`src/rtl/seg7_scan_reader.sv`:
```
// ============================================================================
// seg7_scan_reader : recovers hex digits from a multiplexed common-anode
// 7-segment bus. Optional decimal-point capture is enabled by SEG7_DP_EN.
// Revision: 1.0
// ============================================================================
`default_nettype none

module seg7_scan_reader #(
  parameter int NDIG          = 4,
  parameter int STABLE_CYCLES = 8
) (
  input  logic              clk,
  input  logic              rst_n,
  input  logic [NDIG-1:0]   an_n,
  input  logic [6:0]        seg_n,
`ifdef SEG7_DP_EN
  input  logic              dp_n,
  output logic [NDIG-1:0]   dps,
  output logic              upd_dp,
`endif
  output logic [4*NDIG-1:0] digits,
  output logic [NDIG-1:0]   dig_valid,
  output logic              upd_valid,
  input  logic              upd_ready,
  output logic [2:0]        upd_idx,
  output logic [3:0]        upd_hex,
  output logic              pat_err,
  output logic              ovf
);

`ifdef SEG7_DP_EN
  localparam int SW = NDIG + 8;
`else
  localparam int SW = NDIG + 7;
`endif
  localparam logic [7:0] C_STABLE = 8'(STABLE_CYCLES);

  typedef enum logic [1:0] {S_IDLE = 2'd0, S_TRACK = 2'd1, S_LOCKED = 2'd2} state_t;

  function automatic logic [4:0] seg_decode(input logic [6:0] s);
    logic [4:0] r;
    case (s)
      7'b0000001: r = 5'h10;
      7'b1001111: r = 5'h11;
      7'b0010010: r = 5'h12;
      7'b0000110: r = 5'h13;
      7'b1001100: r = 5'h14;
      7'b0100100: r = 5'h15;
      7'b0100000: r = 5'h16;
      7'b0001111: r = 5'h17;
      7'b0000000: r = 5'h18;
      7'b0000100: r = 5'h19;
      7'b0001000: r = 5'h1A;
      7'b1100000: r = 5'h1B;
      7'b0110001: r = 5'h1C;
      7'b1000010: r = 5'h1D;
      7'b0110000: r = 5'h1E;
      7'b0111000: r = 5'h1F;
      default:    r = 5'h00;
    endcase
    return r;
  endfunction

  logic [NDIG-1:0]   r_an_s1, r_an_s2;
  logic [6:0]        r_seg_s1, r_seg_s2;
  logic [SW-1:0]     w_sample;
  logic [SW-1:0]     r_lat, w_lat_nx;
  logic [7:0]        r_cnt, w_cnt_nx;
  state_t            r_state, w_state_nx;
  logic              w_cap;
  logic [3:0]        w_zcnt;
  logic [2:0]        w_idx;
  logic [4:0]        w_dec;
  logic              w_good, w_bad, w_hs;

  logic [4*NDIG-1:0] r_digits;
  logic [NDIG-1:0]   r_dv;
  logic              r_cap_pend;
  logic [2:0]        r_cap_idx;
  logic [3:0]        r_cap_hex;
  logic              r_upd_valid;
  logic [2:0]        r_upd_idx;
  logic [3:0]        r_upd_hex;
  logic              r_pat_err, r_ovf;

`ifdef SEG7_DP_EN
  logic              r_dp_s1, r_dp_s2;
  logic [NDIG-1:0]   r_dps;
  logic              r_cap_dp, r_upd_dp;
  assign w_sample = {r_an_s2, r_seg_s2, r_dp_s2};
`else
  assign w_sample = {r_an_s2, r_seg_s2};
`endif

  // Idle (all anodes high) synchroniser value keeps the FSM quiet out of reset.
  always_ff @(posedge clk or negedge rst_n) begin
    if (!rst_n) begin
      r_an_s1  <= '1;
      r_an_s2  <= '1;
      r_seg_s1 <= '1;
      r_seg_s2 <= '1;
    end else begin
      r_an_s1  <= an_n;
      r_an_s2  <= r_an_s1;
      r_seg_s1 <= seg_n;
      r_seg_s2 <= r_seg_s1;
    end
  end

`ifdef SEG7_DP_EN
  always_ff @(posedge clk or negedge rst_n) begin
    if (!rst_n) begin
      r_dp_s1 <= 1'b1;
      r_dp_s2 <= 1'b1;
    end else begin
      r_dp_s1 <= dp_n;
      r_dp_s2 <= r_dp_s1;
    end
  end
`endif

  always_comb begin
    w_zcnt = 4'd0;
    w_idx  = 3'd0;
    for (int i = 0; i < NDIG; i++) begin
      if (!r_an_s2[i]) begin
        w_zcnt = w_zcnt + 4'd1;
        w_idx  = 3'(i);
      end
    end
  end

  // Multi-anode patterns are tracked too, so their stability can be flagged,
  // but they never produce a capture.
  always_comb begin
    w_state_nx = r_state;
    w_cnt_nx   = r_cnt;
    w_lat_nx   = r_lat;
    w_cap      = 1'b0;
    if (r_state == S_TRACK && w_sample == r_lat) begin
      w_cnt_nx = r_cnt + 8'd1;
      if (r_cnt + 8'd1 == C_STABLE) begin
        w_cap      = 1'b1;
        w_state_nx = S_LOCKED;
      end
    end else if (r_state != S_LOCKED || w_sample != r_lat) begin
      if (&r_an_s2) begin
        w_state_nx = S_IDLE;
        w_cnt_nx   = 8'd0;
      end else begin
        w_state_nx = S_TRACK;
        w_lat_nx   = w_sample;
        w_cnt_nx   = 8'd1;
      end
    end
  end

  always_ff @(posedge clk or negedge rst_n) begin
    if (!rst_n) begin
      r_state <= S_IDLE;
      r_cnt   <= 8'd0;
      r_lat   <= '1;
    end else begin
      r_state <= w_state_nx;
      r_cnt   <= w_cnt_nx;
      r_lat   <= w_lat_nx;
    end
  end

  assign w_dec  = seg_decode(r_seg_s2);
  assign w_good = w_cap && (w_zcnt == 4'd1) && w_dec[4];
  assign w_bad  = w_cap && !((w_zcnt == 4'd1) && w_dec[4]);
  assign w_hs   = r_upd_valid && upd_ready;

  always_ff @(posedge clk or negedge rst_n) begin
    if (!rst_n) begin
      r_digits   <= '0;
      r_dv       <= '0;
      r_pat_err  <= 1'b0;
      r_cap_pend <= 1'b0;
      r_cap_idx  <= 3'd0;
      r_cap_hex  <= 4'd0;
    end else begin
      r_cap_pend <= w_good;
      if (w_good) begin
        r_cap_idx <= w_idx;
        r_cap_hex <= w_dec[3:0];
      end
      if (w_bad) r_pat_err <= 1'b1;
      for (int i = 0; i < NDIG; i++) begin
        if (w_good && w_idx == 3'(i)) begin
          r_digits[4*i +: 4] <= w_dec[3:0];
          r_dv[i]            <= 1'b1;
        end
      end
    end
  end

  // One-deep update slot; a reload in the handshake cycle keeps valid high.
  always_ff @(posedge clk or negedge rst_n) begin
    if (!rst_n) begin
      r_upd_valid <= 1'b0;
      r_upd_idx   <= 3'd0;
      r_upd_hex   <= 4'd0;
      r_ovf       <= 1'b0;
    end else if (r_cap_pend) begin
      if (!r_upd_valid || w_hs) begin
        r_upd_valid <= 1'b1;
        r_upd_idx   <= r_cap_idx;
        r_upd_hex   <= r_cap_hex;
      end else begin
        r_ovf <= 1'b1;
      end
    end else if (w_hs) begin
      r_upd_valid <= 1'b0;
    end
  end

`ifdef SEG7_DP_EN
  always_ff @(posedge clk or negedge rst_n) begin
    if (!rst_n) begin
      r_dps    <= '0;
      r_cap_dp <= 1'b0;
      r_upd_dp <= 1'b0;
    end else begin
      if (w_good) r_cap_dp <= ~r_dp_s2;
      if (r_cap_pend && (!r_upd_valid || w_hs)) r_upd_dp <= r_cap_dp;
      for (int i = 0; i < NDIG; i++) begin
        if (w_good && w_idx == 3'(i)) r_dps[i] <= ~r_dp_s2;
      end
    end
  end
  assign dps    = r_dps;
  assign upd_dp = r_upd_dp;
`endif

  assign digits    = r_digits;
  assign dig_valid = r_dv;
  assign upd_valid = r_upd_valid;
  assign upd_idx   = r_upd_idx;
  assign upd_hex   = r_upd_hex;
  assign pat_err   = r_pat_err;
  assign ovf       = r_ovf;

endmodule

`default_nettype wire
```
`config.mk`:
```
export PLATFORM = sky130hd
export DESIGN_NAME = seg7_scan_reader
export DESIGN_NICKNAME = d
export VERILOG_FILES = /design/src/rtl/seg7_scan_reader.sv
export SDC_FILE = /design/constraint.sdc
export NUM_CORES = 1
export LEC_CHECK = 0
export CORE_ASPECT_RATIO = 0.6
export CORE_MARGIN = 2
export CORE_UTILIZATION = 35
export DETAILED_ROUTE_END_ITERATION = 7
export GPL_ROUTABILITY_DRIVEN = 0
export GPL_TIMING_DRIVEN = 0
export HOLD_SLACK_MARGIN = 0.03
export PLACE_DENSITY_LB_ADDON = 0.08
export SLEW_MARGIN = 5
export SYNTH_ARGS = -nofsm -noshare
export SYNTH_HDL_FRONTEND = slang
export SYNTH_SLANG_ARGS = --single-unit
```
`constraint.sdc`:
```
create_clock -name clk -period 7.4 [get_ports clk]
set_input_delay 1.11 -clock clk [delete_from_list [all_inputs] [get_ports clk]]
set_output_delay 1.11 -clock clk [all_outputs]
set_load 0.01 [all_outputs]
```
==> tab_implementation.tex, run 1 <==
\begin{tabular}{lr}
\hline
Metric & Value \\
\hline
\multicolumn{2}{l}{\textbf{Placement}} \\
\# placed instances & 468 \\
Count of input and output buffers & 42 \\
Sum of net half-perimeters after detailed placement & between 5 and 6 mm \\
\multicolumn{2}{l}{\textbf{Global routing}} \\
Total grt overflow & 0 \\
Number of antenna violations at the first check in global routing & 0 \\
Via count of the first global-routing pass & 2339 \\
Largest net degree at the start of global routing & 47 \\
Global-route wire length before repair & 12.4 mm \\
Overall track demand over capacity in global routing & 14.3\% \\
\multicolumn{2}{l}{\textbf{Clock network}} \\
Number of buffers added for setup after CTS & 0 \\
Hold Buf Count CTS & 0 \\
TritonCTS clock tree & done \\
Clock tree root buffer cell & sky130\_fd\_sc\_hd\_\_clkbuf\_16 \\
Clock transition at the registers of the reported paths & 60 ps \\
Sinks on the clock net & a little under 80 \\
Maximum root-to-sink buffer count & 2 \\
CTS-repair resized insts & 0 \\
Inserted Clock Buffers & 9 \\
Maximum level of the CTS H-tree & 3 \\
Clk Latency, worst-skew pair & about 340 ps \\
\multicolumn{2}{l}{\textbf{Logic synthesis}} \\
Primary flip-flop cell chosen by synthesis mapping & sky130\_fd\_sc\_hd\_\_dfrtp\_1 \\
Cell types with the largest area share after synthesis & sky130\_fd\_sc\_hd\_\_dfrtp\_1 (32\%), sky130\_fd\_sc\_hd\_\_dfstp\_2 (24\%), sky130\_fd\_sc\_hd\_\_mux2\_2 (9.6\%), sky130\_fd\_sc\_hd\_\_xor2\_1 (2.9\%), sky130\_fd\_sc\_hd\_\_o21ai\_0 (2.1\%) \\
Top cell type by total area after synthesis & sky130\_fd\_sc\_hd\_\_dfrtp\_1 \\
Number of instances in the synthesized netlist & 290 \\
Cell Area, Synth & 0.00364 mm2 \\
Fraction of post-synthesis cell area in the top cell type by area & between 30\% and 40\% \\
Register bit count reported by yosys & 79 \\
Number of distinct library cells after synthesis & 65 \\
Sequential element share of the synthesized area & 55.5\% \\
Net count of the mapped netlist & approximately 310 \\
Mean instance size in the synthesized netlist & 12.5 um2 \\
Post-synth EDFFs & 0 \\
Async S/R FF share, synth & 100\% \\
Number of warnings printed during yosys synthesis & 0 \\
\multicolumn{2}{l}{\textbf{Floorplanning}} \\
Total Die Area & 0.0113 mm2 \\
Core Rows & 28 \\
Boundary pin count & 44 \\
Initial Util & 36.4\% \\
Die height & between 80 and 90 um \\
Core area & 0.00998 mm2 \\
Die X-Extent & $\sim$140 um \\
\multicolumn{2}{l}{\textbf{Drt}} \\
WL per Instance & around 16 um \\
Total DRC errors in the routed layout & 0 \\
Via total after detailed routing & 2363 \\
Number of iterations in the first detailed-routing pass & 4 \\
Routed wire length & around 7.5 mm \\
Iteration-0 DRC Markers & about 150 \\
Post-detailed-route count of antenna-violating nets & 0 \\
Routed vias/inst & 4.88 \\
\multicolumn{2}{l}{\textbf{Setup path}} \\
Worst setup path class & reg2reg \\
Data arrival time at the worst-slack endpoint & $\sim$4000 ps \\
Largest fanout on the critical path & 10 \\
Critical path endpoint category & register \\
CP startpoint kind & register \\
Endpoint required time on the critical path & 7610 ps \\
Setup slack, reg-to-reg & 3650 ps \\
\multicolumn{2}{l}{\textbf{Power}} \\
Static leakage power & 1.98 nW \\
Share of total power in combinational logic & 6.8\% \\
Net switching component of the power & between 0.0002 and 0.00025 W \\
Part of the power in the clock network & approximately 46\% \\
Fraction of power spent switching nets & 22.6\% \\
Power per unit of standard cell area & 213 mW/mm2 \\
Cell-internal power & 0.000752 W \\
Largest voltage drop on the vdd net & just over 0.0001 V \\
Sequential share of power & 47.2\% \\
\multicolumn{2}{l}{\textbf{Timing}} \\
Slew at the pin closest to its max-slew limit & 791 ps \\
Final critical-path share of the clock period & 50.7\% \\
Final hold violation count & 0 \\
Setup violation total in the final timing report & 0 \\
Final clock skew & 5.85 ps \\
Max-slew violation total from the final report & 0 \\
Final Critical Period & 3760 ps \\
Max frequency & 266 MHz \\
Unrepaired setup endpoints after global routing & no \\
Final TNS setup & 0 ps \\
Relative max-transition margin & between 40\% and 50\% \\
\multicolumn{2}{l}{\textbf{Finish}} \\
Post-route non-filler standard cell count & 484 \\
Fraction of final layout cells sized beyond drive strength 1 & 32.1\% \\
Signed area change from the synthesized netlist to the final layout & 25.1\% \\
Final Net Count & $\sim$360 \\
Antenna cells & 0 \\
\multicolumn{2}{l}{\textbf{Run}} \\
Count of maximum capacitance violations & 0 \\
\multicolumn{2}{l}{\textbf{Run status}} \\
Run status & complete, no violations \\
\multicolumn{2}{l}{\textbf{Hold path}} \\
Hold Crit Class & reg2reg \\
\hline
\end{tabular}
worst paths after layout:
kind,startpoint,endpoint,cells after the start
min,r_seg_s1[5],r_seg_s2[5],0
max in group asynchronous,rst_n,r_an_s1[1],2
max,r_an_s2[1],digits[10],10
max reg2reg,r_an_s2[1],digits[10],10
min in group asynchronous,rst_n,r_cnt[6],1
min reg2reg,r_seg_s1[5],r_seg_s2[5],0
power groups by stage:
stage | registers, W | logic, W | clock network (W)
2_1_floorplan | 0.000463 | 0.0000405 | 0
3_3_place_gp | 0.000465 | 0.0000642 | 0
3_5_place_dp | 0.000465 | 0.0000669 | 0
4_1_cts | 0.000458 | 0.0000672 | 0.000461
5_1_grt | 0.000460 | 0.0000739 | 0.000476
6_report | 0.000458 | 0.0000661 | 0.000447
Yosys cell counts, types with 2 or more instances:
master                      count
sky130_fd_sc_hd__o2111ai_1      2
sky130_fd_sc_hd__o21ai_0       15
sky130_fd_sc_hd__and3_1         6
sky130_fd_sc_hd__nor2b_1        3
sky130_fd_sc_hd__nor3_4         2
sky130_fd_sc_hd__nand3_1        6
sky130_fd_sc_hd__xnor2_1        3
sky130_fd_sc_hd__o21bai_1       2
sky130_fd_sc_hd__buf_4          2
sky130_fd_sc_hd__mux2_1         4
sky130_fd_sc_hd__nor2_1        12
sky130_fd_sc_hd__clkbuf_1       3
sky130_fd_sc_hd__a21oi_1        2
sky130_fd_sc_hd__or2_2          6
sky130_fd_sc_hd__buf_6          3
sky130_fd_sc_hd__o31ai_1        2
sky130_fd_sc_hd__nor3_1        11
sky130_fd_sc_hd__nand2b_1       2
sky130_fd_sc_hd__clkbuf_8       2
sky130_fd_sc_hd__dfstp_2       33
sky130_fd_sc_hd__dfrtp_1       46
sky130_fd_sc_hd__mux2_2        31
sky130_fd_sc_hd__a2bb2oi_1      2
sky130_fd_sc_hd__nor4b_1        3
sky130_fd_sc_hd__ha_1           5
sky130_fd_sc_hd__inv_1          6
sky130_fd_sc_hd__a211o_1        3
sky130_fd_sc_hd__nand4_1        3
sky130_fd_sc_hd__buf_2          6
sky130_fd_sc_hd__nand2_1       18
sky130_fd_sc_hd__xor2_1        12
through the flow:
step           area, um2  hold slack (ps)  setup slack [ps]  utilization (%)  power [W]
2_1_floorplan       3640              345              4050                -   0.000504
3_5_place_dp        4250              347              3650             42.6   0.000532
4_1_cts             4550              356              3630             45.6   0.000987
6_report            4550              354              3650             45.6   0.000971
5_1_grt             4550              360              3500             45.6    0.00101
3_3_place_gp        4230              345              2360             42.3   0.000530
layer usage:
metal	track usage [%]	vias up	share of wire, %
met5	0	-	0
li1	-	1141	-
met1	21.9	1168	54
met3	4.82	5	5.2
met2	18.7	49	41
met4	4.55	0	0.70
critical path, stage by stage (launching register included):
cell,delay (ps)
sky130_fd_sc_hd__dfstp_2,620
sky130_fd_sc_hd__inv_1,140
sky130_fd_sc_hd__ha_1,340
sky130_fd_sc_hd__xnor2_1,210
sky130_fd_sc_hd__ha_1,290
sky130_fd_sc_hd__or4b_4,520
sky130_fd_sc_hd__a2bb2oi_2,170
sky130_fd_sc_hd__a211oi_4,280
sky130_fd_sc_hd__o311ai_4,280
sky130_fd_sc_hd__nor3b_4,420
sky130_fd_sc_hd__mux2_1,360
cell families (layout without fill, tap and decap cells):
| kind of cell | Yosys count | in the layout | synth area share, % |
|---|---|---|---|
| AND/OR/NAND/NOR | 89 | 89 | 14.9 |
| adder cells (fa/ha/maj) | 5 | 5 | 1.72 |
| flip-flops | 79 | 79 | 55.5 |
| other | 1 | 1 | 0.103 |
| AO/OA/AOI/OAI | 43 | 43 | 9.22 |
| multiplexers | 36 | 36 | 11.1 |
| buffers and inverters | 22 | 81 | 3.85 |
| XOR/XNOR | 15 | 15 | 3.61 |
layout by cell type, fill, tap and decap left out, types with 3 or more instances in the layout:
cell	count
sky130_fd_sc_hd__a211o_1	3
sky130_fd_sc_hd__and3_1	6
sky130_fd_sc_hd__buf_2	6
sky130_fd_sc_hd__buf_4	3
sky130_fd_sc_hd__buf_6	3
sky130_fd_sc_hd__clkbuf_1	5
sky130_fd_sc_hd__clkbuf_16	9
sky130_fd_sc_hd__clkbuf_8	3
sky130_fd_sc_hd__clkdlybuf4s50_1	41
sky130_fd_sc_hd__dfrtp_1	46
sky130_fd_sc_hd__dfstp_2	33
sky130_fd_sc_hd__ha_1	5
sky130_fd_sc_hd__inv_1	6
sky130_fd_sc_hd__mux2_1	4
sky130_fd_sc_hd__mux2_2	31
sky130_fd_sc_hd__nand2_1	18
sky130_fd_sc_hd__nand3_1	6
sky130_fd_sc_hd__nand4_1	3
sky130_fd_sc_hd__nor2_1	12
sky130_fd_sc_hd__nor2b_1	3
sky130_fd_sc_hd__nor3_1	11
sky130_fd_sc_hd__nor4b_1	3
sky130_fd_sc_hd__o21ai_0	15
sky130_fd_sc_hd__or2_2	6
sky130_fd_sc_hd__xnor2_1	3
sky130_fd_sc_hd__xor2_1	12
flip-flops by register name, summed over array words and instances, names as in the netlist:
signal / count
r_an_s2: 4
r_cnt: 8
r_state: 2
r_cap_pend: 1
r_cap_hex: 4
ovf: 1
upd_hex: 4
r_an_s1: 4
r_lat: 11
upd_idx: 2
r_seg_s1: 7
upd_valid: 1
r_cap_idx: 2
pat_err: 1
digits: 16
r_seg_s2: 7
dig_valid: 4
final cells by class:
cell class | instances | area (um2)
plain buffers | 16 | 118
multi-input cells | 189 | 1480
clock inverters | 4 | 53.8
flip-flops and latches | 79 | 2020
repair buffers | 43 | 445
well taps | 135 | 169
fillers | 938 | 5430
clock buffers | 12 | 246
inverters | 6 | 22.5
Note: power is estimated with default switching activity, not from simulation.
==> run 2: changes to the inputs <==
clock period = 3.44 ns   (was 7.4 ns; I/O delays follow)
==> run 2 against run 1 <==
Effect of this change: sequential power is 120% higher; clock power is 120% higher; critical endpoint is now digits[2]; clock skew is 1.7 ps higher; largest cell class unchanged; final cell count is 1.7% higher.
==> tab_implementation.tex, run 2 (synthesized netlist as in run 1, its figures left out) <==
\begin{tabular}{lr}
\hline
Metric & Value \\
\hline
\multicolumn{2}{l}{\textbf{Setup path}} \\
Largest fanout on the critical path & 5 (-5) \\
CP startpoint kind & register \\
Data arrival time at the worst-slack endpoint & 3580 ps (-390 ps) \\
Critical-path top delay cell & sky130\_fd\_sc\_hd\_\_dfstp\_2 \\
Endpoint required time on the critical path & 3660 ps (-3950 ps) \\
Worst setup path class & reg2reg \\
Worst reg2reg startpoint & r\_an\_s2[1] \\
Critical path endpoint category & register \\
Cell Chain, Critical Path & inv\_2, ha\_4, xnor2\_2, ha\_1, or4b\_4, a2bb2oi\_2, a211oi\_4, o311ai\_4, nor3\_4, buf\_12, mux2\_2 \\
Timing startpoint of the critical path & r\_an\_s2[1] \\
Max incr delay on CP & 550 ps (-70 ps) \\
\multicolumn{2}{l}{\textbf{Power}} \\
Largest voltage drop on the vdd net & 0.000220 V (+120\%) \\
Power per unit of standard cell area & 451 mW/mm2 (+110\%) \\
Part of the power in the clock network & 45.9\% (about the same) \\
Cell-internal power & 0.00162 W (+120\%) \\
Static leakage power & 2.02 nW (+2.5\%) \\
Share of total power in combinational logic & 7.2\% (+0.4 points) \\
Net switching component of the power & 0.000476 W (+120\%) \\
Fraction of power spent switching nets & 22.7\% (+0.097 points) \\
Total chip power & 0.00210 W (+120\%) \\
Sequential share of power & 46.9\% (-0.3 points) \\
\multicolumn{2}{l}{\textbf{Drt}} \\
Total DRC errors in the routed layout & 0 (unchanged) \\
Via total after detailed routing & 2396 (+1.4\%) \\
Post-detailed-route count of antenna-violating nets & 0 (unchanged) \\
Routed vias/inst & 4.87 (-0.25\%) \\
WL per Instance & 15.5 um (about the same) \\
Routed wire length & 7.65 mm (+1.7\%) \\
Iteration-0 DRC Markers & 153 (+5.5\%) \\
Number of iterations in the first detailed-routing pass & 4 (unchanged) \\
\multicolumn{2}{l}{\textbf{Placement}} \\
Count of input and output buffers & 42 (unchanged) \\
Placement-stage worst setup slack & -307 ps (-3960 ps) \\
\# placed instances & 468 (unchanged) \\
Sum of net half-perimeters after detailed placement & 5.31 mm (unchanged) \\
\multicolumn{2}{l}{\textbf{Finish}} \\
Commonest cells after routing, fill and taps aside & sky130\_fd\_sc\_hd\_\_dfrtp\_1 (46), sky130\_fd\_sc\_hd\_\_clkdlybuf4s50\_1 (41), sky130\_fd\_sc\_hd\_\_dfstp\_2 (33) \\
Signed area change from the synthesized netlist to the final layout & 27.9\% \\
Most common cell after layout, fill and taps aside & sky130\_fd\_sc\_hd\_\_dfrtp\_1 \\
Number of flip-flops in the largest register & 16 (unchanged) \\
Post-route non-filler standard cell count & 492 (+1.7\%) \\
Final Net Count & 371 (+2.2\%) \\
Antenna cells & 0 (unchanged) \\
Fraction of final layout cells sized beyond drive strength 1 & 34.7\% (+2.6 points) \\
\multicolumn{2}{l}{\textbf{Global routing}} \\
Total grt overflow & 0 (unchanged) \\
Largest net degree at the start of global routing & 47 (unchanged) \\
Overall track demand over capacity in global routing & 14.5\% (+0.14 points) \\
Global-route wire length before repair & 12.6 mm (+0.89\%) \\
Via count of the first global-routing pass & 2378 (+1.7\%) \\
Number of antenna violations at the first check in global routing & 0 (unchanged) \\
\multicolumn{2}{l}{\textbf{Timing}} \\
Setup violation total in the final timing report & 0 (unchanged) \\
Final clock skew & 7.57 ps (+1.72 ps) \\
Final hold violation count & 0 (unchanged) \\
Max frequency & 298 MHz (+12\%) \\
Slew at the pin closest to its max-slew limit & 788 ps (-2.74 ps) \\
Relative max-transition margin & 46.6\% (+0.19 points) \\
Final Critical Period & 3360 ps (-399 ps) \\
Final setup slack of the worst path & 84.5 ps (-3560 ps) \\
Unrepaired setup endpoints after global routing & no \\
Max-slew violation total from the final report & 0 (unchanged) \\
Final critical-path share of the clock period & 97.5\% (+47 points) \\
\multicolumn{2}{l}{\textbf{Floorplanning}} \\
Core area & 0.00998 mm2 (unchanged) \\
Boundary pin count & 44 (unchanged) \\
Initial Util & 36.4\% (unchanged) \\
Die X-Extent & 136 um (unchanged) \\
Die height & 83.0 um (unchanged) \\
Core Rows & 28 (unchanged) \\
Total Die Area & 0.0113 mm2 (unchanged) \\
\multicolumn{2}{l}{\textbf{Hold path}} \\
Hold Crit Class & in2async \\
\multicolumn{2}{l}{\textbf{Run}} \\
Count of maximum capacitance violations & 0 (unchanged) \\
\multicolumn{2}{l}{\textbf{Clock network}} \\
Clock transition at the registers of the reported paths & 60 ps (about the same) \\
Clk Latency, worst-skew pair & 340 ps (about the same) \\
Clock tree root buffer cell & sky130\_fd\_sc\_hd\_\_clkbuf\_16 \\
TritonCTS clock tree & done \\
Maximum root-to-sink buffer count & 2 (unchanged) \\
Inserted Clock Buffers & 9 (unchanged) \\
Sinks on the clock net & 79 (unchanged) \\
Maximum level of the CTS H-tree & 3 (unchanged) \\
Hold Buf Count CTS & 0 (unchanged) \\
\multicolumn{2}{l}{\textbf{Run status}} \\
Run status & complete, no violations \\
\hline
\end{tabular}
run 2: worst paths after layout:
path                       cells past startpoint           to  slack, ps
hold / removal                                 1     r_cnt[7]        140
hold reg to reg                                0  r_seg_s2[5]        350
min in group clk                               0  r_seg_s2[5]        350
setup / recovery                              11    digits[2]         80
max in group asynchronous                      2   r_an_s1[1]       2670
setup reg to reg                              11    digits[2]         80
run 2: through the flow:
step                TNS (ps)  hold WS, ps  area, um2  utilization, %
floorplan                  0          220       3640               -
global placement      -51370          345       4230            42.3
detailed placement     -3460          347       4250            42.6
CTS                        0          151       4620            46.3
global route               0          170       4650            46.6
finish                     0          144       4650            46.6
run 2: critical path, delay by kind of cell (launching register included):
family          cells  cell delay [ps]
flops               1              550
simple gates        2              790
compound gates      3              680
fa+ha+maj           2              570
xor+xnor            1              110
mux                 1              320
buf+inv             2              220
run 2: power groups by stage:
| stage | Combinational (W) | Sequential (W) | Clock (W) |
|---|---|---|---|
| global placement | 0.000138 | 0.00100 | 0 |
| finish | 0.000150 | 0.000985 | 0.000963 |
| CTS | 0.000152 | 0.000984 | 0.000992 |
| global route | 0.000167 | 0.000988 | 0.00102 |
| detailed placement | 0.000144 | 0.00100 | 0 |
| floorplan | 0.0000872 | 0.000996 | 0 |
run 2: final cells by class:
| type | instances | area, um2 |
|---|---|---|
| timing repair buffer | 51 | 522 |
| inverter | 6 | 22.5 |
| fill | 935 | 5330 |
| multi-input combinational | 189 | 1500 |
| clock inverter | 4 | 53.8 |
| sequential | 79 | 2020 |
| clock buffer | 12 | 246 |
| tap | 135 | 169 |
| buffer | 16 | 118 |
run 2: metal layers:
metal | up-vias | GRT usage (%) | wire length, um
met3 | 8 | 4.82 | 345
met1 | 1187 | 22.1 | 4190
met4 | 0 | 4.55 | 87
li1 | 1159 | - | -
met2 | 42 | 19.0 | 3020
met5 | - | 0 | 0
run 2: what timing repair did:
| item | CTS | global route |
|---|---|---|
| setup buffers | 6 | 2 |
| pin swaps | 4 | 5 |
| gates resized for setup | 4 | 2 |
| endpoints found under the setup margin | 15 | 12 |
==> run 3: changes to the inputs <==
REMOVE_ABC_BUFFERS = 1   (was not set)
SLEW_MARGIN = 10   (was 5)
==> run 3 against run 2 <==
Effect of this change: critical path depth is the same; utilization shrank 0.31 points; clock skew fell by 0.62 ps; final cell count shrank 2.4%; clock power hardly changed; register-to-register slack is essentially flat; sequential power about the same; worst hold slack lost 15 ps; design area down 0.67%.
==> tab_implementation.tex, run 3 (synthesized netlist as in run 1, its figures left out) <==
\begin{tabular}{lr}
\hline
Metric & Value \\
\hline
\multicolumn{2}{l}{\textbf{Run status}} \\
Run status & complete, no violations \\
\multicolumn{2}{l}{\textbf{Floorplanning}} \\
Die height & 83.0 um (unchanged) \\
Core Rows & 28 (unchanged) \\
Initial Util & 36.4\% (unchanged) \\
Boundary pin count & 44 (unchanged) \\
Die X-Extent & 136 um (unchanged) \\
Total Die Area & 0.0113 mm2 (unchanged) \\
Core area & 0.00998 mm2 (unchanged) \\
\multicolumn{2}{l}{\textbf{Clock network}} \\
Clk Latency, worst-skew pair & 330 ps (about the same) \\
Hold Buf Count CTS & 0 (unchanged) \\
Maximum root-to-sink buffer count & 2 (unchanged) \\
Sinks on the clock net & 79 (unchanged) \\
Maximum level of the CTS H-tree & 3 (unchanged) \\
Inserted Clock Buffers & 9 (unchanged) \\
TritonCTS clock tree & done \\
Clock tree root buffer cell & sky130\_fd\_sc\_hd\_\_clkbuf\_16 \\
Clock transition at the registers of the reported paths & 60 ps (about the same) \\
\multicolumn{2}{l}{\textbf{Finish}} \\
Sequential cell area & 0.00202 mm2 (unchanged) \\
Final Net Count & 359 (-3.2\%) \\
Filler cell count in the final layout & 922 (-1.4\%) \\
Combined area of the multi-input logic cells & 0.00154 mm2 (+2.7\%) \\
Most common cell after layout, fill and taps aside & sky130\_fd\_sc\_hd\_\_dfrtp\_1 \\
Layout Cell Area excl Fill & 0.00462 mm2 (-0.67\%) \\
Commonest cells after routing, fill and taps aside & sky130\_fd\_sc\_hd\_\_dfrtp\_1 (46), sky130\_fd\_sc\_hd\_\_clkdlybuf4s50\_1 (41), sky130\_fd\_sc\_hd\_\_dfstp\_2 (33) \\
Number of flip-flops in the largest register & 16 (unchanged) \\
Fraction of final layout cells sized beyond drive strength 1 & 35.1\% (+0.34 points) \\
Antenna cells & 0 (unchanged) \\
Signed area change from the synthesized netlist to the final layout & 27.0\% \\
\multicolumn{2}{l}{\textbf{Drt}} \\
Total DRC errors in the routed layout & 0 (unchanged) \\
WL per Instance & 15.2 um (-2.0\%) \\
Iteration-0 DRC Markers & 162 (+5.9\%) \\
Routed vias/inst & 4.86 (-0.15\%) \\
Via total after detailed routing & 2334 (-2.6\%) \\
Post-detailed-route count of antenna-violating nets & 0 (unchanged) \\
Number of iterations in the first detailed-routing pass & 4 (unchanged) \\
Routed wire length & 7.31 mm (-4.4\%) \\
\multicolumn{2}{l}{\textbf{Setup path}} \\
Worst setup path class & reg2reg \\
Data arrival time at the worst-slack endpoint & 3590 ps (about the same) \\
Max incr delay on CP & 590 ps (+40 ps) \\
Critical-path top delay cell & sky130\_fd\_sc\_hd\_\_dfstp\_2 \\
Cell Chain, Critical Path & inv\_4, ha\_4, xnor2\_2, ha\_1, or4b\_4, a2bb2oi\_4, a211oi\_4, o311ai\_4, nor3\_4, buf\_12, mux2\_2 \\
Endpoint required time on the critical path & 3660 ps (about the same) \\
Depth of the most critical reg-to-reg path & 11 (unchanged) \\
CP startpoint kind & register \\
Largest fanout on the critical path & 5 (unchanged) \\
Critical path endpoint category & register \\
\multicolumn{2}{l}{\textbf{Hold path}} \\
Hold Crit Class & in2async \\
\multicolumn{2}{l}{\textbf{Power}} \\
Largest voltage drop on the vdd net & 0.000266 V (+21\%) \\
Static leakage power & 1.99 nW (-1.8\%) \\
Total chip power & 0.00210 W (about the same) \\
Power per unit of standard cell area & 454 mW/mm2 (+0.61\%) \\
\multicolumn{2}{l}{\textbf{Run}} \\
Count of maximum capacitance violations & 0 (unchanged) \\
\multicolumn{2}{l}{\textbf{Global routing}} \\
Overall track demand over capacity in global routing & 14.3\% (-0.15 points) \\
Global-route wire length before repair & 12.6 mm (+0.16\%) \\
Layer with the highest usage & met1 \\
Met1 usage in global routing & 22.6\% (+0.51 points) \\
Total grt overflow & 0 (unchanged) \\
Met3 layer usage reported by global route & 4.40\% (-0.43 points) \\
Largest net degree at the start of global routing & 47 (unchanged) \\
Met2 capacity usage during global routing & 18.2\% (-0.83 points) \\
Number of antenna violations at the first check in global routing & 0 (unchanged) \\
Via count of the first global-routing pass & 2320 (-2.4\%) \\
\multicolumn{2}{l}{\textbf{Timing}} \\
Slew at the pin closest to its max-slew limit & 729 ps (-58.6 ps) \\
Setup violation total in the final timing report & 0 (unchanged) \\
Final clock skew & 6.95 ps (-0.621 ps) \\
Unrepaired setup endpoints after global routing & no \\
Final hold violation count & 0 (unchanged) \\
Relative max-transition margin & 50.6\% (+4.0 points) \\
Max frequency & 297 MHz (-0.40\%) \\
Final critical-path share of the clock period & 97.9\% (+0.39 points) \\
Max-slew violation total from the final report & 0 (unchanged) \\
Final Critical Period & 3370 ps (+13.5 ps) \\
\multicolumn{2}{l}{\textbf{Placement}} \\
Count of input and output buffers & 42 (unchanged) \\
Sum of net half-perimeters after detailed placement & 4.76 mm (-10\%) \\
Placed cell areas & 0.00413 mm2 (-2.8\%) \\
\hline
\end{tabular}
==> run 3: changes by cell type in the layout (fill, tap and decap cells not counted), sizes merged <==
| cell | change |
|---|---|
| inv | +1 |
| clkbuf | -7 |
| clkinvlp | -1 |
| clkinv | +2 |
| buf | -7 |
==> run 3: what timing repair did <==
item / CTS / global route
pin swaps: 2 / 7
cloned: 0 / 0
buffers inserted: 5 / 7
endpoints found under the setup margin: 15 / 12
resized for setup: 2 / 15
==> run 3: worst max-delay path, delay by kind of cell, from the launching register on <==
kind	cells	cell delay (ps)
and+or+nand+nor	2	760
DFF	1	590
AOI/OAI and AO/OA	3	670
muxes	1	320
adders and majority gates	2	520
xor gates and xnor gates	1	180
buffers and inverters	2	210
==> run 3: layout make-up <==
type | instances | share of cell area (%)
clock inverters | 6 | 1.46
multi-input cells | 189 | 33.4
clock buffers | 10 | 5.17
repair buffers | 55 | 12.1
inverters | 6 | 0.542
well taps | 135 | 3.66
flip-flops and latches | 79 | 43.7
==> run 3: metal layers <==
| layer | wire length, um | share of wire [%] | up-vias |
|---|---|---|---|
| li1 | - | - | 1137 |
| met1 | 4070 | 56 | 1141 |
| met2 | 2840 | 39 | 46 |
| met3 | 311 | 4.3 | 10 |
| met4 | 87 | 1.2 | 0 |
| met5 | 0 | 0 | - |
==> run 3: path summary, 6_finish.rpt <==
| path | start | slack, ps | to |
|---|---|---|---|
| worst max-delay path | r_an_s2[1] | 70 | digits[5] |
| worst min-delay path | rst_n | 130 | digits[12] |
| worst max register to register | r_an_s2[1] | 70 | digits[5] |
| worst min register to register | r_seg_s1[0] | 350 | r_seg_s2[0] |
| max in group asynchronous | rst_n | 2670 | r_lat[8] |
| min in group clk | r_seg_s1[0] | 350 | r_seg_s2[0] |
==> run 3: stage by stage <==
step           TNS, ps  setup WS, ps  cells  util (%)  hold WS (ps)
2_1_floorplan        0          83.2    274         -           220
3_3_place_gp    -52670         -1030    451      41.2           345
3_5_place_dp     -3310          -321    452      41.4           347
4_1_cts              0          25.9    473      45.1           143
5_1_grt              0          3.68    480      46.3           152
6_report             0          70.9    480      46.3           129
==> run 3: power by group <==
group | leakage, nW | switching [W] | internal, W
logic | 0.860 | 0.0000638 | 0.0000653
registers | 0.980 | 0.0000331 | 0.000970
clock network | 0.147 | 0.000379 | 0.000585
